## src/rtl/uart_tx_if.sv

```systemverilog
// Byte handshake between a producer and the UART transmitter.
// A byte moves on a rising edge where tx_valid && tx_ready; tx_data must be stable while tx_valid is high.
interface uart_tx_if;
  logic [7:0] tx_data;
  logic       tx_valid;
  logic       tx_ready;

  modport master (output tx_data, output tx_valid, input tx_ready);
  modport slave  (input tx_data, input tx_valid, output tx_ready);
endinterface

```

## src/rtl/uart_tx.sv

```systemverilog
// UART transmitter: start bit, 8 data bits LSB first, optional parity, 1 or 2 stop bits.
// The byte is latched on the accept edge, so the producer may change tx_data right after.
module uart_tx #(
  parameter int CLK_FREQ   = 50000000,
  parameter int BAUD       = 115200,
  parameter int PARITY_EN  = 0,
  parameter int PARITY_ODD = 0,
  parameter int STOP_BITS  = 1
) (
  input  logic        CLK50M,
  input  logic        RST_N,
  uart_tx_if.slave    bus,
  output logic        TX,
  output logic        busy,
  output logic [2:0]  fsm_state
);

  localparam int DIVISOR = CLK_FREQ / BAUD;
  localparam int CNT_W   = (DIVISOR > 2) ? $clog2(DIVISOR) : 1;
  localparam logic [CNT_W-1:0] CNT_LAST = CNT_W'(DIVISOR - 1);

  localparam logic [2:0] IDLE   = 3'd0;
  localparam logic [2:0] START  = 3'd1;
  localparam logic [2:0] DATA   = 3'd2;
  localparam logic [2:0] PARITY = 3'd3;
  localparam logic [2:0] STOP   = 3'd4;

  if (DIVISOR < 2 || (STOP_BITS != 1 && STOP_BITS != 2)) begin : g_bad_param
    $error("uart_tx: DIVISOR must be >= 2 and STOP_BITS must be 1 or 2");
  end

  logic [2:0]       state;
  logic [CNT_W-1:0] baud_cnt;
  logic [2:0]       bit_idx;
  logic [7:0]       shift;
  logic             parity_bit;
  logic             stop_idx;
  logic             tx_q;
  logic             bit_end;

  assign bit_end = (baud_cnt == CNT_LAST);

  always_ff @(posedge CLK50M or negedge RST_N) begin
    if (!RST_N) begin
      state      <= IDLE;
      baud_cnt   <= '0;
      bit_idx    <= 3'd0;
      shift      <= 8'd0;
      parity_bit <= 1'b0;
      stop_idx   <= 1'b0;
      tx_q       <= 1'b1;
    end else begin
      case (state)
        IDLE: begin
          tx_q     <= 1'b1;
          baud_cnt <= '0;
          if (bus.tx_valid) begin
            shift      <= bus.tx_data;
            parity_bit <= (^bus.tx_data) ^ (PARITY_ODD != 0);
            bit_idx    <= 3'd0;
            stop_idx   <= 1'b0;
            state      <= START;
            tx_q       <= 1'b0;
          end
        end
        START: begin
          if (bit_end) begin
            baud_cnt <= '0;
            state    <= DATA;
            tx_q     <= shift[0];
          end else begin
            baud_cnt <= baud_cnt + CNT_W'(1);
          end
        end
        DATA: begin
          if (bit_end) begin
            baud_cnt <= '0;
            bit_idx  <= bit_idx + 3'd1;
            shift    <= {1'b0, shift[7:1]};
            if (bit_idx == 3'd7) begin
              if (PARITY_EN != 0) begin
                state <= PARITY;
                tx_q  <= parity_bit;
              end else begin
                state <= STOP;
                tx_q  <= 1'b1;
              end
            end else begin
              // shift[0] is the bit on the line now; shift[1] is the next one
              tx_q <= shift[1];
            end
          end else begin
            baud_cnt <= baud_cnt + CNT_W'(1);
          end
        end
        PARITY: begin
          if (bit_end) begin
            baud_cnt <= '0;
            state    <= STOP;
            tx_q     <= 1'b1;
          end else begin
            baud_cnt <= baud_cnt + CNT_W'(1);
          end
        end
        STOP: begin
          if (bit_end) begin
            baud_cnt <= '0;
            if (STOP_BITS == 2 && !stop_idx) begin
              stop_idx <= 1'b1;
            end else begin
              state <= IDLE;
            end
          end else begin
            baud_cnt <= baud_cnt + CNT_W'(1);
          end
        end
        default: begin
          state <= IDLE;
          tx_q  <= 1'b1;
        end
      endcase
    end
  end

  assign bus.tx_ready = (state == IDLE);
  assign busy         = (state != IDLE);
  assign TX           = tx_q;
  assign fsm_state    = state;

endmodule

```

## src/flat_wrapper.sv

```systemverilog
// flat-port wrapper written by rule: the top's interface ports become plain ports
module uart_tx_flat 
#(
  parameter int CLK_FREQ   = 50000000,
  parameter int BAUD       = 115200,
  parameter int PARITY_EN  = 0,
  parameter int PARITY_ODD = 0,
  parameter int STOP_BITS  = 1
)
  (CLK50M, RST_N, TX, busy, fsm_state, bus_tx_data, bus_tx_valid, bus_tx_ready);
  uart_tx_if bus_i ();
  input  logic CLK50M;
  input  logic RST_N;
  output logic TX;
  output logic busy;
  output logic [2:0] fsm_state;
  input wire logic [$bits(bus_i.tx_data)-1:0] bus_tx_data;
  input wire logic [$bits(bus_i.tx_valid)-1:0] bus_tx_valid;
  output wire logic [$bits(bus_i.tx_ready)-1:0] bus_tx_ready;
  assign bus_i.tx_data = bus_tx_data;
  assign bus_i.tx_valid = bus_tx_valid;
  assign bus_tx_ready = bus_i.tx_ready;
  uart_tx #(.CLK_FREQ(CLK_FREQ), .BAUD(BAUD), .PARITY_EN(PARITY_EN), .PARITY_ODD(PARITY_ODD), .STOP_BITS(STOP_BITS)) u_core (.CLK50M(CLK50M), .RST_N(RST_N), .bus(bus_i), .TX(TX), .busy(busy), .fsm_state(fsm_state));
endmodule
```

## config.mk

```make
export PLATFORM = sky130hd
export DESIGN_NAME = uart_tx_flat
export DESIGN_NICKNAME = d
export VERILOG_FILES = /design/src/rtl/uart_tx_if.sv /design/src/rtl/uart_tx.sv /design/src/flat_wrapper.sv
export SDC_FILE = /design/constraint.sdc
export NUM_CORES = 1
export LEC_CHECK = 0
export ABC_AREA = 0
export BUFFER_PORTS_ARGS = -buffer_cell sky130_fd_sc_hd__buf_2
export CAP_MARGIN = 10
export CELL_PAD_IN_SITES_DETAIL_PLACEMENT = 0
export CELL_PAD_IN_SITES_GLOBAL_PLACEMENT = 1
export CORE_UTILIZATION = 39
export CTS_CLUSTER_SIZE = 25
export DETAILED_ROUTE_END_ITERATION = 7
export PLACE_DENSITY_LB_ADDON = 0.1
export SLEW_MARGIN = 0
export SYNTH_ARGS = -nofsm -noshare
export SYNTH_HDL_FRONTEND = slang
export SYNTH_SLANG_ARGS = --single-unit
export TNS_END_PERCENT = 1
```

## constraint.sdc

```tcl
create_clock -name CLK50M -period 1.88 [get_ports CLK50M]
set_clock_uncertainty 0.1 [all_clocks]
set_input_delay 0.376 -clock CLK50M [delete_from_list [all_inputs] [get_ports CLK50M]]
set_output_delay 0.376 -clock CLK50M [all_outputs]
set_load 0.005 [all_outputs]
```

After elaboration in Yosys (flattened, before gate mapping)
Cells that the tools add are included.
{"block": "word_totals", "reg_bits": 24}
{"block": "classes", "n_addsub": 2, "eq_ne": 12, "muxes": 21, "bitwise": 1, "reduce_logical": 8}
{"cell": "3-bit two-way mux", "n": 8}
{"cell": "9-bit case mux with 2 select lines", "n": 1}
{"cell": "8-bit two-way mux", "n": 2}
{"cell": "8-bit case mux with 2 select lines", "n": 1}
{"cell": "3-bit case mux with 5 select lines", "n": 1}
{"cell": "2-bit by 1-bit != test with 1-bit output, second input constant", "n": 5}
{"cell": "9-bit by 1-bit adder with 9-bit output, second input constant", "n": 1}
{"cell": "9-bit equality test, second input constant", "n": 1}
{"cell": "9-bit two-way mux", "n": 1}
{"cell": "3-bit by 2-bit equality test with 1-bit output, second input constant", "n": 2}
{"cell": "3-bit equality test, second input constant", "n": 2}
{"cell": "3-bit case mux with 2 select lines", "n": 1}
{"cell": "6-bit AND reduction", "n": 1}
{"cell": "1-bit two-way mux", "n": 5}
{"cell": "1-bit case mux with 5 select lines", "n": 1}
{"cell": "4-bit AND reduction", "n": 1}
{"cell": "2-bit nonzero test", "n": 2}
{"cell": "4-bit OR reduction", "n": 1}
{"cell": "3-bit by 1-bit adder with 3-bit output, second input constant", "n": 1}
{"cell": "3-bit by 1-bit equality test with 1-bit output, second input constant", "n": 1}
{"cell": "3-bit zero test", "n": 1}
{"cell": "3-bit AND reduction", "n": 1}
{"cell": "3-bit nonzero test", "n": 1}
{"cell": "2-bit != test, second input constant", "n": 1}
{"cell": "1-bit inverter", "n": 1}

Depth between registers and ports, before layout
Gate-level depths: netlist of run 1.
{"block": "logic_depth", "ltp_word": 4, "ltp_mapped": 7}

Worst setup path after synthesis of run 1
Ideal clock, no wire load.
{"block": "synth_path", "path_type": "register -> register", "from": "register u_core.baud_cnt[1]", "to": "register u_core.shift[0]", "setup_ns": 0.125, "t_arrival_ns": 1.576, "setup_slack_ns": 0.079, "path_stages_with_launch": 7, "path_cell_list": "dfrtp_1 -> inv_1 -> ha_1 -> and4b_1 -> a31oi_1 -> nor3_4 -> mux2_2"}
{"block": "synth_between", "elab_chain_len": 3}
{"item": "start: declaration", "line_no": "uart_tx.sv:33", "text": "logic [CNT_W-1:0] baud_cnt;"}
{"item": "start signal: assignment", "line_no": "uart_tx.sv:72", "text": "baud_cnt <= baud_cnt + CNT_W'(1);"}
{"item": "start signal: assignment", "line_no": "uart_tx.sv:93", "text": "baud_cnt <= baud_cnt + CNT_W'(1);"}
{"item": "start signal: assignment", "line_no": "uart_tx.sv:102", "text": "baud_cnt <= baud_cnt + CNT_W'(1);"}
{"item": "9-bit equality test", "line_no": "uart_tx.sv:41", "text": "assign bit_end = (baud_cnt == CNT_LAST);"}
{"item": "2-bit by 1-bit != test with 1-bit output (no line)"}
{"item": "3-bit AND reduction (no line)"}
{"item": "end signal: assignment", "line_no": "uart_tx.sv:58", "text": "shift <= bus.tx_data;"}
{"item": "end signal: assignment", "line_no": "uart_tx.sv:79", "text": "shift <= {1'b0, shift[7:1]};"}
{"item": "end: declaration", "line_no": "uart_tx.sv:35", "text": "logic [7:0] shift;"}
Every way passes these cells.
A chain may end at the register's enable or synchronous reset.

Worst setup path after layout of run 1
{"block": "layout_path", "from": "register u_core.baud_cnt[1]", "to": "register u_core.shift[5]"}
The elaborated chain is that of the path after synthesis.

==> results.md, run 1 <==
- The count of endpoints failing hold in the final timing report was 0.
- The prevailing post-synth register cell is sky130_fd_sc_hd__dfrtp_1.
- Tracing the worst setup path back leads to its startpoint at u_core.baud_cnt[1].
- The net count of the finished layout is 175.
- The power per cell area is 854 nW/um2.
- The maximum fanout encountered on the critical timing path is 9.
- The number of vias per cell is 5.27.
- The synthesized instance count is 129.
- The floorplan row count is 20.
- The total overflow left after global routing is 0.
- The number of max-slew violations in the final report is 0.
- After detailed routing, the number of remaining DRC violations is 0.
- In the final layout, the share of cells above drive strength 1 is 0.340.
- After the first detailed-routing iteration, the DRC count stood at 46.
- Entering global routing, the biggest net connects 25 pins.
- The run finished with clean final reports.
- The delay of the slowest cell on the worst path is 410 ps.
- The reported max-cap violation count is 0.
- The starting utilization of the core area is 0.418.
- The worst setup path is captured at a flip-flop.
- The synthesis-to-layout area growth is 21.1%.
- The pre-antenna-repair detailed-routing pass consisted of 4 iterations.
- Setup repair after global routing could not meet its margin everywhere.
- The library cell with the largest summed area after synthesis is sky130_fd_sc_hd__dfrtp_1.
- Buffers inserted during clock tree synthesis total 3.
- After clock tree synthesis, the clock-pin slew on the worst setup and hold paths is 130 ps.
- The peak clock frequency supported by timing is 0.547 GHz.
- The net count of the mapped netlist is 144.
- Port buffering added 16 buffers.
- In the global route stage, met1 resource usage came out at 0.249.
- At the end of routability-driven placement, the weighted congestion stood at 0.747.
- The worst setup path is of the flip-flop to flip-flop kind.
- The proportion of register bits with asynchronous set or reset after synthesis is 1.00.
- The total of warnings raised by yosys is 0.
- For flop-to-flop paths, the worst setup slack is 50 ps.
- The buffer levels on the longest clock path is 2.
- The hold path depth is 3.
- The standby leakage power is 0.721 nW.
- The clock network latency to the later pin of the worst-skew pair is 310 ps.
- The first global-routing pass estimated 4.51 mm of wire.
- The distinct cell type count of the synthesized netlist is 34.
- The capture instance of the worst register-to-register path is u_core.shift[5].
- The highest ir drop seen on vdd is 0.511 mV.
- The number of antenna violations at the first check in global routing is 0.
- The mapped netlist covers 1310 um2.
- CTS built an H-tree with a depth of 1.
- The signal on the critical path passes through inv_1, ha_1, and4b_1, a31oi_1, nor3_4, buf_12, mux2_2.
- Setup violations remaining at the end of the flow were counted as 0.
- Of the synthesized area, sequential elements account for 0.460.
- The path with the worst hold slack has its endpoint at u_core.shift[7].
- The repair_antennas step left the layout with diodes totalling 0.
- For the worst setup path, the data arrival time is 1940 ps.
- The count of buffer and inverter cells on the critical path is 2.
- The most used routing layer is met1.
- The region available for standard cell placement spans 3130 um2.
- The worst slew margin relative to its limit is 0.631.
- The minimum period implied by the final worst setup slack is 1830 ps.
- The TritonCTS clock tree is done.
- After synthesis, the most frequently instantiated cells are 23 x sky130_fd_sc_hd__dfrtp_1, 14 x sky130_fd_sc_hd__mux2_2, 11 x sky130_fd_sc_hd__nand2_1.
- The final clock period utilization by the worst path is 0.972.
- The startpoint of the tightest hold check path is bus_tx_data[7].
- In the post-synthesis netlist, the biggest area contributors are sky130_fd_sc_hd__dfrtp_1 44%, sky130_fd_sc_hd__mux2_2 12%, sky130_fd_sc_hd__a31oi_1 3.8%.
- The number of global-route vias before repair is 988.
- In this run the count of I/O pins placed on the die edge is 17.
- The critical path's slowest cell is sky130_fd_sc_hd__dfrtp_1.
- The cell chosen for the clock root is sky130_fd_sc_hd__clkbuf_4.
- Final hold analysis gives a worst-case slack of 213 ps.
- The number of enable flip-flop cells after synthesis is 0.
- The horizontal die dimension is 59.9 um.
- The count of antenna-violating nets left after detailed routing is 0.
- Among all cell types in the netlist, the one instantiated most often is sky130_fd_sc_hd__dfrtp_1.
- Clock tree synthesis found a total of 24 sinks.
- The met2 demand-to-capacity share in global routing is 0.248.
- Counting flops and latches in the post-synthesis netlist gives 24.
- In the global route stage, overall resource usage came out at 0.168.
- The post-DP HPWL is 1.95 mm.
- The final routed wire length divided by cell count is 13.3 um.
- The post-synthesis average cell area is 10.1 um2.
- The area share of the largest cell type after synthesis is 0.440.
- The vias after detailed routing is 1070.
- At the end of the flow the core is filled with cells to 0.507.
- For the pin with the worst max-slew slack, the measured transition is 554 ps.
- Fill cells in the final layout number 309.
- The final routed wirelength across all metal layers is 2.69 mm.
- The family with the most delay on the worst path is flip-flops.
- The startpoint kind of the worst setup timing path is a flip-flop.
- The height of the chip is 59.9 um.
- The area of the die is 3590 um2.
- The endpoint required time on the critical path is 1990 ps.
- The met3 routing resource usage after global routing is 0.0238.
- The launching point of the worst reg2reg path is u_core.baud_cnt[1].
- Measured in cells, the most critical reg-to-reg path has a length of 7.
- The class of the worst hold path is input pin to flip-flop.
## per-stage QoR
stage / setup TNS (ps) / total power, W / cell area (um2) / cells / setup WS [ps]
floorplan: 0 / 0.000953 / 1310 / 129 / 79.1
global placement: 0 / 0.00109 / 1510 / 196 / 25.0
detailed placement: -319 / 0.00111 / 1510 / 196 / -52.2
CTS: 0 / 0.00137 / 1580 / 203 / 17.1
global route: -402 / 0.00146 / 1590 / 203 / -65.7
finish: 0 / 0.00135 / 1590 / 203 / 52.7
## tightest hold or removal path: stages
cell and delay [ps]:
sky130_fd_sc_hd__buf_2 90, sky130_fd_sc_hd__nand3_1 60, sky130_fd_sc_hd__o21ai_0 70
## cells in the final DEF (no fill, tap or decap), drive strengths merged, types with 2 or more instances in the layout
| cell type | instances |
|---|---|
| a21oi | 8 |
| a31oi | 8 |
| a41oi | 2 |
| and3 | 2 |
| buf | 31 |
| clkbuf | 4 |
| dfrtp | 23 |
| ha | 4 |
| inv | 3 |
| mux2 | 14 |
| nand2 | 11 |
| nand2b | 4 |
| nand3 | 8 |
| nand3b | 2 |
| nand4 | 2 |
| nor2 | 6 |
| nor3 | 4 |
| o21ai | 8 |
| o22ai | 2 |
## power breakdown
part,switching (W),leakage (nW),internal [W]
Clock,0.000153,0.0150,0.0000828
Sequential,0.0000873,0.286,0.000629
Combinational,0.000192,0.420,0.000210
## worst max-delay path by stage
| stage | to | cells past startpoint | slack, ps |
|---|---|---|---|
| 6_report | u_core.shift[5] | 7 | 50 |
| 3_3_place_gp | u_core.shift[4] | 6 | 20 |
| 3_5_place_dp | u_core.shift[5] | 6 | -50 |
| 5_1_grt | u_core.shift[4] | 7 | -70 |
| 4_1_cts | u_core.shift[5] | 7 | 20 |
| 2_1_floorplan | u_core.shift[0] | 6 | 80 |
## layout make-up
cell class / instances / area, um2 / share of cell area
Clock buffer: 4 / 26.3 / 0.0166
Inverter: 3 / 11.3 / 0.00710
Multi-Input combinational cell: 96 / 672 / 0.424
Sequential cell: 24 / 602 / 0.380
Tap cell: 44 / 55.1 / 0.0347
Timing Repair Buffer: 32 / 219 / 0.138
## flip-flops by register name, summed over array words and instances (netlist names)
register,count
u_core.TX,1
u_core.shift,8
u_core.fsm_state,3
u_core.baud_cnt,9
u_core.bit_idx,3
## repair_timing
item                       4_1_cts  5_1_grt
hold endpoints to repair        23        0
hold buffers                     1        0
pin swaps                        1        3
buffers inserted                 2        0
setup endpoints to repair        7       11
resized for setup                0        2
## layer usage
metal | part of all wire | wire length [um]
met5 | 0 | 0
met4 | 0.011 | 29
met3 | 0.027 | 73
met2 | 0.43 | 1170
met1 | 0.53 | 1420
## kinds of logic after synthesis
logic type / share of synthesized area
XOR/XNOR: 0.00669
buffers and inverters: 0.0306
flip-flops: 0.460
multiplexers: 0.128
adder cells (fa/ha/maj): 0.0382
AO/OA/AOI/OAI: 0.152
AND/OR/NAND/NOR: 0.185
No activity file was read; power rests on OpenSTA's default activity.
==> run 2, diff against run 1 <==
--- a/config.mk
+++ b/config.mk
@@ -10,7 +10,7 @@
 export CAP_MARGIN = 10
 export CELL_PAD_IN_SITES_DETAIL_PLACEMENT = 0
 export CELL_PAD_IN_SITES_GLOBAL_PLACEMENT = 1
-export CORE_UTILIZATION = 39
+export CORE_UTILIZATION = 47
 export CTS_CLUSTER_SIZE = 25
 export DETAILED_ROUTE_END_ITERATION = 7
 export PLACE_DENSITY_LB_ADDON = 0.1
==> constraint.sdc (replaced) <==
create_clock -name CLK50M -period 2.3 [get_ports CLK50M]
set_clock_uncertainty 0.1 [all_clocks]
set_input_delay 0.23 -clock CLK50M [delete_from_list [all_inputs] [get_ports CLK50M]]
set_output_delay 0.23 -clock CLK50M [all_outputs]
set_load 0.005 [all_outputs]
==> results.md, run 2 (synthesized netlist as in run 1, its figures left out) <==
- The number of max-slew violations in the final report came to 0 (unchanged).
- The total of cells resized after clock tree synthesis is 0 (unchanged).
- Leaving out fill and tap cells, the most frequent cells in the layout are 23 x sky130_fd_sc_hd__dfrtp_1, 16 x sky130_fd_sc_hd__buf_2, 14 x sky130_fd_sc_hd__mux2_2.
- The DRC violation count after routing was 0 (unchanged).
- The number of top-level pins is 17 (unchanged).
- The share of post-route cells with drive strength above 1 is 0.284 (-0.0558).
- The clock edge transition at the registers on the reported setup and hold paths is 130 ps (about the same).
- The met3 routing resource usage after global routing came to 0.0361 (+0.0123).
- The peak clock frequency supported by timing is 0.502 GHz (-8.2%).
- The final setup violation count is 0 (unchanged).
- The category of the most critical setup path is flip-flop to flip-flop.
- The final routed wirelength across all metal layers is 2.51 mm (-6.8%).
- The horizontal die dimension is 54.8 um (-8.6%).
- The final routed wire length divided by cell count is 14.1 um (+6.2%).
- The buffer levels on the longest clock path is 2 (unchanged).
- The core area is 2540 um2 (-19%).
- The critical path goes through inv_1, ha_1, and4b_1, a31oi_1, nor3_4, mux2_2.
- The final-layout fill cell count came to 238 (-23%).
- The number of flip-flops in the largest register is 9 (unchanged).
- The largest registers in the layout are u_core.baud_cnt: 9 flops, u_core.shift: 8 flops.
- The post-layout net count is 164 (-6.3%).
- The height of the chip came to 54.8 um (-8.6%).
- The synthesis-to-layout area growth is 11.9%.
- The area of the multi-input gates is 667 um2 (-0.74%).
- The most used routing layer is met1.
- The all-layer global routing usage is 0.200 (+0.0324).
- The terminating pin of the worst hold path is u_core.shift[7].
- The core occupancy in the finished layout is 0.575 (+0.0684).
- The total power consumption of the routed design is 0.00104 W (-23%).
- The wire length of the first global-routing pass was 4.25 mm (-5.7%).
- In this run the critical register-to-register path is launched from u_core.baud_cnt[1].
- The critical path's slowest cell is sky130_fd_sc_hd__dfrtp_1.
- The starting DRC count in detailed routing is 8 (-83%).
- The endpoint identified for the worst register-to-register timing path is u_core.shift[2].
- The count of endpoints failing hold in the final timing report is 0 (unchanged).
- The reported max-cap violation count is 0 (unchanged).
- The worst slew margin relative to its limit is 0.636 (+0.00525).
- The hold path depth is 3 (unchanged).
- The post-cts hold buffer count came to 1 (unchanged).
- The total clock buffers created by CTS came to 3 (unchanged).
- The data arrival time of the worst path was 2110 ps (+170 ps).
- The flow ran to the end, and the final reports show no timing, DRC or antenna violations.
- The worst-margin pin slew is 546 ps (-7.87 ps).
- The highest ir drop seen on vdd is 0.581 mV (+14%).
- The remaining global-route overflow is 0 (unchanged).
- The class of the worst hold path is input pin to flip-flop.
- The minimum period implied by the final worst setup slack is 1990 ps (+163 ps).
- The slack of the worst reg-to-reg path came to 310 ps (+260 ps).
- The first-pass detailed-route iteration total was 4 (unchanged).
- The worst setup path is captured at a flip-flop.
- Setup repair after global routing left no endpoint under its margin.
- The area of the die is 3000 um2 (-16%).
- The number of global-route vias before repair was 904 (-8.5%).
- The met1 capacity usage during global routing came to 0.303 (+0.0538).
- The count of antenna-violating nets left after detailed routing came to 0 (unchanged).
- The power per cell area was 713 nW/um2 (-17%).
- The final hold slack is 43.8 ps (-169 ps).
- The final weighted congestion in routability-driven placement is 0.784 (+5.0%).
- The maximum fanout encountered on the critical timing path is 9 (unchanged).
- The met2 demand-to-capacity share in global routing is 0.271 (+0.0235).
- The maximum number of pins on one net before global-route repair is 25 (unchanged).
- The clock sink count is 24 (unchanged).
- The endpoint required time on the critical path came to 2420 ps (+430 ps).
- The antenna diode instance count is 0 (unchanged).
- The number of buffers inserted by port buffering is 16 (unchanged).
- The vias after detailed routing was 1015 (-5.1%).
- The delay of the slowest cell on the worst path is 410 ps (about the same).
- The final clock period utilization by the worst path came to 0.865 (-0.107).
- The starting utilization of the core area is 0.514 (+0.0959).
- The total number of H-tree levels was 1 (unchanged).
- The clock network latency to the later pin of the worst-skew pair is 310 ps (about the same).
- The number of antenna violations at the first check in global routing is 0 (unchanged).
- More flip-flops sit in one register than any other, and that register is u_core.baud_cnt.
- The register cell area after layout is 602 um2 (unchanged).
- The placed instance area is 1430 um2 (-5.6%).
- The standby leakage power is 0.658 nW (-8.8%).
- The final setup TNS is 0 ps (unchanged).
- The area of all placed cells without fillers is 1460 um2 (-7.7%).
- The startpoint identified for the worst hold timing path is bus_tx_data[7].
- The number of vias per cell is 5.70 (+8.2%).
- The worst-case reg-to-reg path depth was 6 (-1).
- The post-DP HPWL is 1.79 mm (-7.9%).
- The number of setup buffers added after CTS came to 0 (-2).
- The root buffer cell chosen for the clock tree is sky130_fd_sc_hd__clkbuf_4.
- The floorplan row count is 18 (-10%).
- The worst setup path is launched from a flip-flop.
- TritonCTS built the clock tree.
- Leaving out fill and tap cells, the most frequent cell in the layout is sky130_fd_sc_hd__dfrtp_1.
-- run 2: cell count changes in the layout (fill, tap and decap cells not counted), sizes merged --
cell | previous run | this run
buf | 31 | 20
-- run 2: final cells by class --
cell class                 instances  share of cell area
inverter                           3             0.00769
tap                               30              0.0256
clock buffer                       4              0.0179
multi-input combinational         96               0.456
sequential                        24               0.411
timing repair buffer              21              0.0821
-- run 2: routing by layer --
layer | wire length [um] | vias to the layer above
li1 | - | 514
met1 | 1320 | 467
met2 | 1020 | 29
met3 | 122 | 5
met4 | 44 | 0
met5 | 0 | -
-- run 2: critical path: cells and delay by family (launching register included) --
kind / cells / cell delay (ps)
mux: 1 / 380
simple gates: 2 / 640
compound gates: 1 / 150
flops: 1 / 410
fa+ha+maj: 1 / 130
buf+inv: 1 / 80
-- run 2: worst max path at each step --
stage / from / endpoint / slack [ps] / depth (start not counted)
3_3_place_gp: u_core.baud_cnt[1] / u_core.shift[3] / 390 / 6
3_5_place_dp: u_core.baud_cnt[1] / u_core.shift[2] / 330 / 6
5_1_grt: u_core.baud_cnt[1] / u_core.shift[0] / 200 / 6
6_report: u_core.baud_cnt[1] / u_core.shift[2] / 310 / 6
2_1_floorplan: u_core.baud_cnt[1] / u_core.shift[0] / 500 / 6
4_1_cts: u_core.baud_cnt[1] / u_core.shift[2] / 300 / 6
-- run 2: report_power, final --
part           switching, W  internal, W  leakage [nW]
Sequential         0.000101     0.000514         0.286
Clock              0.000127    0.0000678        0.0150
Combinational      0.000111     0.000123         0.356
-- run 2: through the flow --
stage	worst slack (ps)	instances
after global placement	395	173
after detailed placement	329	173
after floorplan	499	129
final	310	178
after global routing	200	178
after CTS	295	178
